**src/rtl/tmem_master.sv**
```systemverilog
// tmem_master: bus master for a tagged word memory. It runs read bursts,
// write bursts with per-word tag-bit-3 write protection, and atomic swaps.
//
// Handshakes: cmd_valid/cmd_ready is a valid/ready pair (cmd_ready only in IDLE),
// and a command is taken on a clk edge where both are high.
// wdata_valid/wdata_ready is a valid/ready pair, and a word moves on an edge where
// both are high. wdata_ready is never raised without wdata_valid.
// rdata_ready is a permission: a read is issued only in a cycle where it is high.
// The word then arrives as rdata_valid the next cycle without being stalled.
// The bus strobes are decoded from the registered state.
// Memory read data and tags are already registered by the memory, so they
// pass straight through to rdata/rtag.
module tmem_master #(
   parameter int MAXLEN = 16,
   localparam int LW = $clog2(MAXLEN),
   localparam int CW = LW + 1
) (
   input  logic          clk,
   input  logic          reset,
   input  logic          cmd_valid,
   output logic          cmd_ready,
   input  logic [1:0]    cmd_op,
   input  logic [19:0]   cmd_addr,
   input  logic [LW-1:0] cmd_len,
   input  logic          cmd_force,
   input  logic          wdata_valid,
   output logic          wdata_ready,
   input  logic [63:0]   wdata,
   input  logic [7:0]    wtag,
   input  logic          rdata_ready,
   output logic          rdata_valid,
   output logic [63:0]   rdata,
   output logic [7:0]    rtag,
   output logic          done,
   output logic          err,
   output logic [CW-1:0] count,
   output logic [63:0]   m_ad,
   output logic [7:0]    m_tag,
   output logic          m_astb,
   output logic          m_atomic,
   output logic          m_rd,
   output logic          m_wr,
   output logic          m_wforce,
   input  logic [63:0]   m_data,
   input  logic [7:0]    m_tagin,
   output logic [2:0]    dbg_state
);

   typedef enum logic [2:0] {
      S_IDLE  = 3'd0,
      S_ADDR  = 3'd1,
      S_READ  = 3'd2,
      S_WRITE = 3'd3,
      S_SWR   = 3'd4,
      S_DONE  = 3'd5
   } state_t;

   localparam logic [1:0] OP_WRITE = 2'b01;
   localparam logic [1:0] OP_SWAP  = 2'b10;

   state_t        state;
   logic [1:0]    op_q;
   logic [19:0]   addr_q;
   logic [LW-1:0] len_q;
   logic          force_q;
   logic [CW-1:0] rd_left;   // reads still to issue in this burst
   logic          rd_pend;   // a read was issued last cycle, its word is on m_data now
   logic          prot;
   logic          rd_fire;
   logic          wr_fire;
   logic          unused_tag;

   // Handshake decode: issue reads only with host permission, and write only when
   // the tag of the current word does not forbid it.
   always_comb begin
      prot    = m_tagin[3] & ~force_q;
      rd_fire = (state == S_READ) && (rd_left != '0) && rdata_ready;
      wr_fire = ((state == S_WRITE) || (state == S_SWR)) && !prot && wdata_valid;
   end

   // Bus and host outputs derived from the registered state.
   always_comb begin
      m_ad = '0;
      if (state == S_ADDR)
         m_ad = {44'b0, addr_q};
      else if (wr_fire)
         m_ad = wdata;
   end

   assign m_astb      = (state == S_ADDR);
   assign m_rd        = rd_fire;
   assign m_wr        = wr_fire;
   assign wdata_ready = wr_fire;
   assign m_tag       = wr_fire ? wtag : 8'h00;
   assign m_wforce    = wr_fire & force_q;
   assign m_atomic    = (op_q == OP_SWAP) && ((state == S_READ) || (state == S_SWR));
   assign cmd_ready   = (state == S_IDLE);
   assign rdata_valid = rd_pend;
   assign rdata       = m_data;
   assign rtag        = m_tagin;
   assign dbg_state   = state;
   assign unused_tag  = ^{m_tagin[7:4], m_tagin[2:0]};

   // Command sequencing, word counting and completion status.
   always_ff @(posedge clk) begin
      if (reset) begin
         state   <= S_IDLE;
         op_q    <= 2'b00;
         addr_q  <= '0;
         len_q   <= '0;
         force_q <= 1'b0;
         rd_left <= '0;
         rd_pend <= 1'b0;
         count   <= '0;
         err     <= 1'b0;
         done    <= 1'b0;
      end else begin
         rd_pend <= rd_fire;
         done    <= 1'b0;
         if (rd_pend || wr_fire)
            count <= count + CW'(1);
         case (state)
            S_IDLE: begin
               if (cmd_valid) begin
                  op_q    <= cmd_op;
                  addr_q  <= cmd_addr;
                  len_q   <= cmd_len;
                  force_q <= cmd_force;
                  count   <= '0;
                  err     <= 1'b0;
                  state   <= S_ADDR;
               end
            end
            S_ADDR: begin
               // A swap is always a single word, so its length field is ignored.
               rd_left <= (op_q == OP_SWAP) ? CW'(1) : CW'(len_q) + CW'(1);
               state   <= (op_q == OP_WRITE) ? S_WRITE : S_READ;
            end
            S_READ: begin
               if (rd_fire)
                  rd_left <= rd_left - CW'(1);
               // Leave once every read is issued and the final word is on rdata.
               if ((rd_left == '0) && rd_pend) begin
                  if (op_q == OP_SWAP) begin
                     state <= S_SWR;
                  end else begin
                     state <= S_DONE;
                     done  <= 1'b1;
                  end
               end
            end
            S_WRITE: begin
               if (prot) begin
                  err   <= 1'b1;
                  state <= S_DONE;
                  done  <= 1'b1;
               end else if (wdata_valid && (count == CW'(len_q))) begin
                  state <= S_DONE;
                  done  <= 1'b1;
               end
            end
            S_SWR: begin
               if (prot) begin
                  err   <= 1'b1;
                  state <= S_DONE;
                  done  <= 1'b1;
               end else if (wdata_valid) begin
                  state <= S_DONE;
                  done  <= 1'b1;
               end
            end
            S_DONE:  state <= S_IDLE;
            default: state <= S_IDLE;
         endcase
      end
   end

endmodule

```
**config.mk**
```make
export PLATFORM = sky130hd
export DESIGN_NAME = tmem_master
export DESIGN_NICKNAME = d
export VERILOG_FILES = /design/src/rtl/tmem_master.sv
export SDC_FILE = /design/constraint.sdc
export NUM_CORES = 1
export LEC_CHECK = 0
export BUFFER_PORTS_ARGS = -buffer_cell sky130_fd_sc_hd__buf_2
export CAP_MARGIN = 20
export CORE_AREA = 2 2 132 134
export CTS_BUF_LIST = sky130_fd_sc_hd__clkbuf_16
export CTS_CLUSTER_SIZE = 24
export DETAILED_ROUTE_END_ITERATION = 7
export DIE_AREA = 0 0 134 136
export PLACE_DENSITY = 0.57
export SLEW_MARGIN = 10
export SYNTH_ARGS = -nofsm -noshare
export SYNTH_HDL_FRONTEND = slang
export SYNTH_SLANG_ARGS = --single-unit
```
**constraint.sdc**
```tcl
create_clock -name clk -period 1.8 [get_ports clk]
set_input_delay 0.09 -clock clk [delete_from_list [all_inputs] [get_ports clk]]
set_output_delay 0.09 -clock clk [all_outputs]
set_load 0.01 [all_outputs]
```
==> flow_summary_export.csv <==
group,metric,value,unit
critical_path,crit_required,1.71,ns
floorplan,die_w,134,um
synthesis,synth_top_area_frac,0.2775,
global_route,first_global_vias,2819,
global_route,grt_pass1_wl,15.82,mm
cells_and_area,areaGrowthSynthToFinish,41.23,%
timing,tightest_slew,0.3847,ns
cells_and_area,drive_gt1_frac,0.4799,
hold_path,hp-start,"cmd_addr[17]",
synthesis,yosysTopAreaCell,"dfxtp_1",
timing,fin_crit_sh,1.133,
power,comb_power_share,0.507,
synthesis,synth.avg_cell_area,7.602,um^2
power,internal_power,2.719,mW
clocking,holdBufCountCts,0,
timing,maxSlewHeadroom,0.7369,
critical_path,arrival,1.95,ns
cells_and_area,fin_util,0.2596,
critical_path,path_max_fanout,9,
synthesis,synthTopCellsByArea,"dfxtp_1 28%, buf_4 19%, and2_1 11%, nand2_1 7.4%, a21oi_1 6.0%",
job,cap_violations,0,
timing,drv_slew,0,
run_status,status,"complete, but fails checks",
power,power_density,1022,nW/um^2
clocking,cts_sinks,43,
critical_path,r2r-start,"dbg_state[2]",
timing,rsz0062_at_grt,"yes",
power,swShare,0.3926,
clocking,cts_tree,"built",
critical_path,crit_start,"dbg_state[2]",
floorplan,fp.dieArea,18220,um^2
clocking,worstSkewPairLatency,0.29,ns
timing,fin_setup_tns,-15.61,ns
global_route,grt_max_degree,37,
timing,finalCriticalPeriod,2.039,ns
synthesis,syn_nets,588,
routing,drt_iter0_drc,86,
synthesis,postSynthCellCount,408,
power,p_sw,1.757,mW
floorplan,die_height,136,um
routing,vias,3174,
routing,antenna_left,0,
critical_path,path_class,"reg -> out",
global_route,overflow,0,
synthesis,ys_seq_area_frac,0.2775,
synthesis,synth-seq-cells,43,
routing,drt_wl_total,11.79,mm
global_route,grt_usage,0.1160,
clocking,clockRootBuffer,"clkbuf_16",
power,seqPwrFrac,0.290,
floorplan,placementRows,48,
routing,dr.pass1.iters,4,
place,port_buffers,195,
clocking,clk_path_buf_depth,2,
floorplan,io_pins,338,
hold_path,hold_path.class,"in -> reg",
routing,via_per_inst,4.106,
place,gp_congestion,0.7336,
critical_path,startpoint_type,"flop",
power,ir_worst_vdd,0.3982,mV
timing,skew,0.002905,ns
synthesis,syn-cell-area,3102,um^2
routing,drc,0,
timing,final_hold_viol_count,0,
routing,wl_per_cell,15.26,um
critical_path,end_kind,"output port",
timing,fmax,0.4905,GHz
power,clkPwrFrac,0.203,
place,hpwlAfterDp,8.249,mm
cells_and_area,fin_nets,725,
clocking,cts_buffers,5,
power,p_leak,2.147,nW
synthesis,synth_cell_types,39,
timing,layout_setup_ws,-0.2388,ns
clocking,clkTransAtPathRegs,0.06,ns
timing,finalSetupViolations,78,
synthesis,yosys_warnings,0,
run_status,violations,"setup timing",
floorplan,coreArea,16880,um^2
global_route,antenna_found_initial,3,
clocking,htreeDepth,2,
floorplan,start_util,0.1838,
[area by class of cell]
cell class                      count  area [um^2]
Sequential cell                    43        863.3
Timing Repair Buffer              227         1434
Multi-Input combinational cell    261         1633
Antenna cell                        2        5.005
Fill cell                        1876        12500
Clock buffer                        5        125.1
Clock inverter                      3        12.51
Inverter                            7        26.28
Tap cell                          225        281.5
[what timing repair did]
action	4_1_cts	5_1_grt
endpoints found under the setup margin	80	87
endpoints found under the hold margin	0	0
setup buffers	2	2
cloned	1	4
resized for setup	11	39
pin swaps	0	9
[cells in the mapped netlist]
master	n
buf_4	77
nand2_1	61
and2_1	55
dfxtp_1	43
a21oi_1	37
a22o_1	20
clkbuf_1	11
nor2_1	11
o21ai_0	11
nor3_1	10
buf_2	7
inv_1	7
xor2_1	6
nand3_1	5
nor2b_1	5
xnor2_1	5
ha_1	4
nand2b_1	3
nand3b_1	3
or3_1	3
a211oi_1	2
a31oi_1	2
buf_6	2
nor3b_1	2
o2111ai_1	2
a2111oi_0	1
a211oi_4	1
a21o_1	1
a221o_1	1
a221oi_1	1
and3_1	1
mux2i_1	1
nand4_1	1
nor3b_2	1
nor4b_1	1
o211a_1	1
o21ai_1	1
or3b_4	1
or4b_1	1
[metal layers]
| layer | up-vias | global-route usage | part of all wire |
|---|---|---|---|
| li1 | 1557 | - | - |
| met3 | 40 | 0.03878 | 0.083 |
| met5 | - | 0 | 0.0011 |
| met2 | 160 | 0.1880 | 0.46 |
| met4 | 2 | 0.05201 | 0.031 |
| met1 | 1415 | 0.1396 | 0.43 |
[state kept, by name, indices dropped and copies added, names as in the netlist]
register	cells
op_q	2
err	1
len_q	4
rd_left	5
count	5
force_q	1
done	1
addr_q	20
dbg_state	3
rdata_valid	1
[worst max-delay path: stages (launching register included)]
cell	delay (ns)
dfxtp_2	0.34
or3b_4	0.40
a211oi_4	0.26
buf_6	0.22
buf_16	0.17
a22o_1	0.14
buf_2	0.14
[power by group through the flow]
stage               logic [mW]  clock network (mW)  registers, mW
global route              2.55               0.969           1.32
finish                    2.27               0.909           1.30
detailed placement        2.04                   0           1.31
global placement          2.03                   0           1.30
floorplan                 1.35                   0           1.30
CTS                       2.10               0.961           1.29
[final timing paths]
kind,end,slack (ns),depth (start not counted)
setup / recovery,m_ad[2],-0.24,6
hold / removal,addr_q[17],0.03,3
setup reg to reg,count[4],-0.04,7
hold reg to reg,addr_q[2],0.45,2
[kinds of logic after synthesis]
logic type                 synth area share
adders and majority gates           0.01614
DFF                                  0.2775
buffers and inverters                0.2267
AOI/OAI and AO/OA                    0.1710
and+or+nand+nor                      0.2743
xor gates and xnor gates            0.03106
muxes                              0.003227
[metrics by stage]
stage	cells	setup slack [ns]	instance area (um^2)	total power [mW]	hold slack (ns)
6_report	773	-0.2388	4380	4.476	0.02905
5_1_grt	772	-0.3518	4378	4.838	0.03238
4_1_cts	765	-0.2231	4113	4.352	0.01254
3_5_place_dp	754	-0.006023	3899	3.349	0.1801
3_3_place_gp	754	0.02111	3899	3.338	0.1801
2_1_floorplan	408	0.001704	3105	2.649	0.2260
[placed cells by master (no fill, tap or decap), drive strengths merged, types with 5 or more instances in the layout]
cell	count
nor2	11
nand3	5
inv	9
nor3	10
and2	55
a21oi	37
nand2	61
dfxtp	43
xor2	6
a22o	20
buf	225
o21ai	12
xnor2	5
clkbuf	7
nor2b	5
No activity file was read; power rests on OpenSTA's default activity.
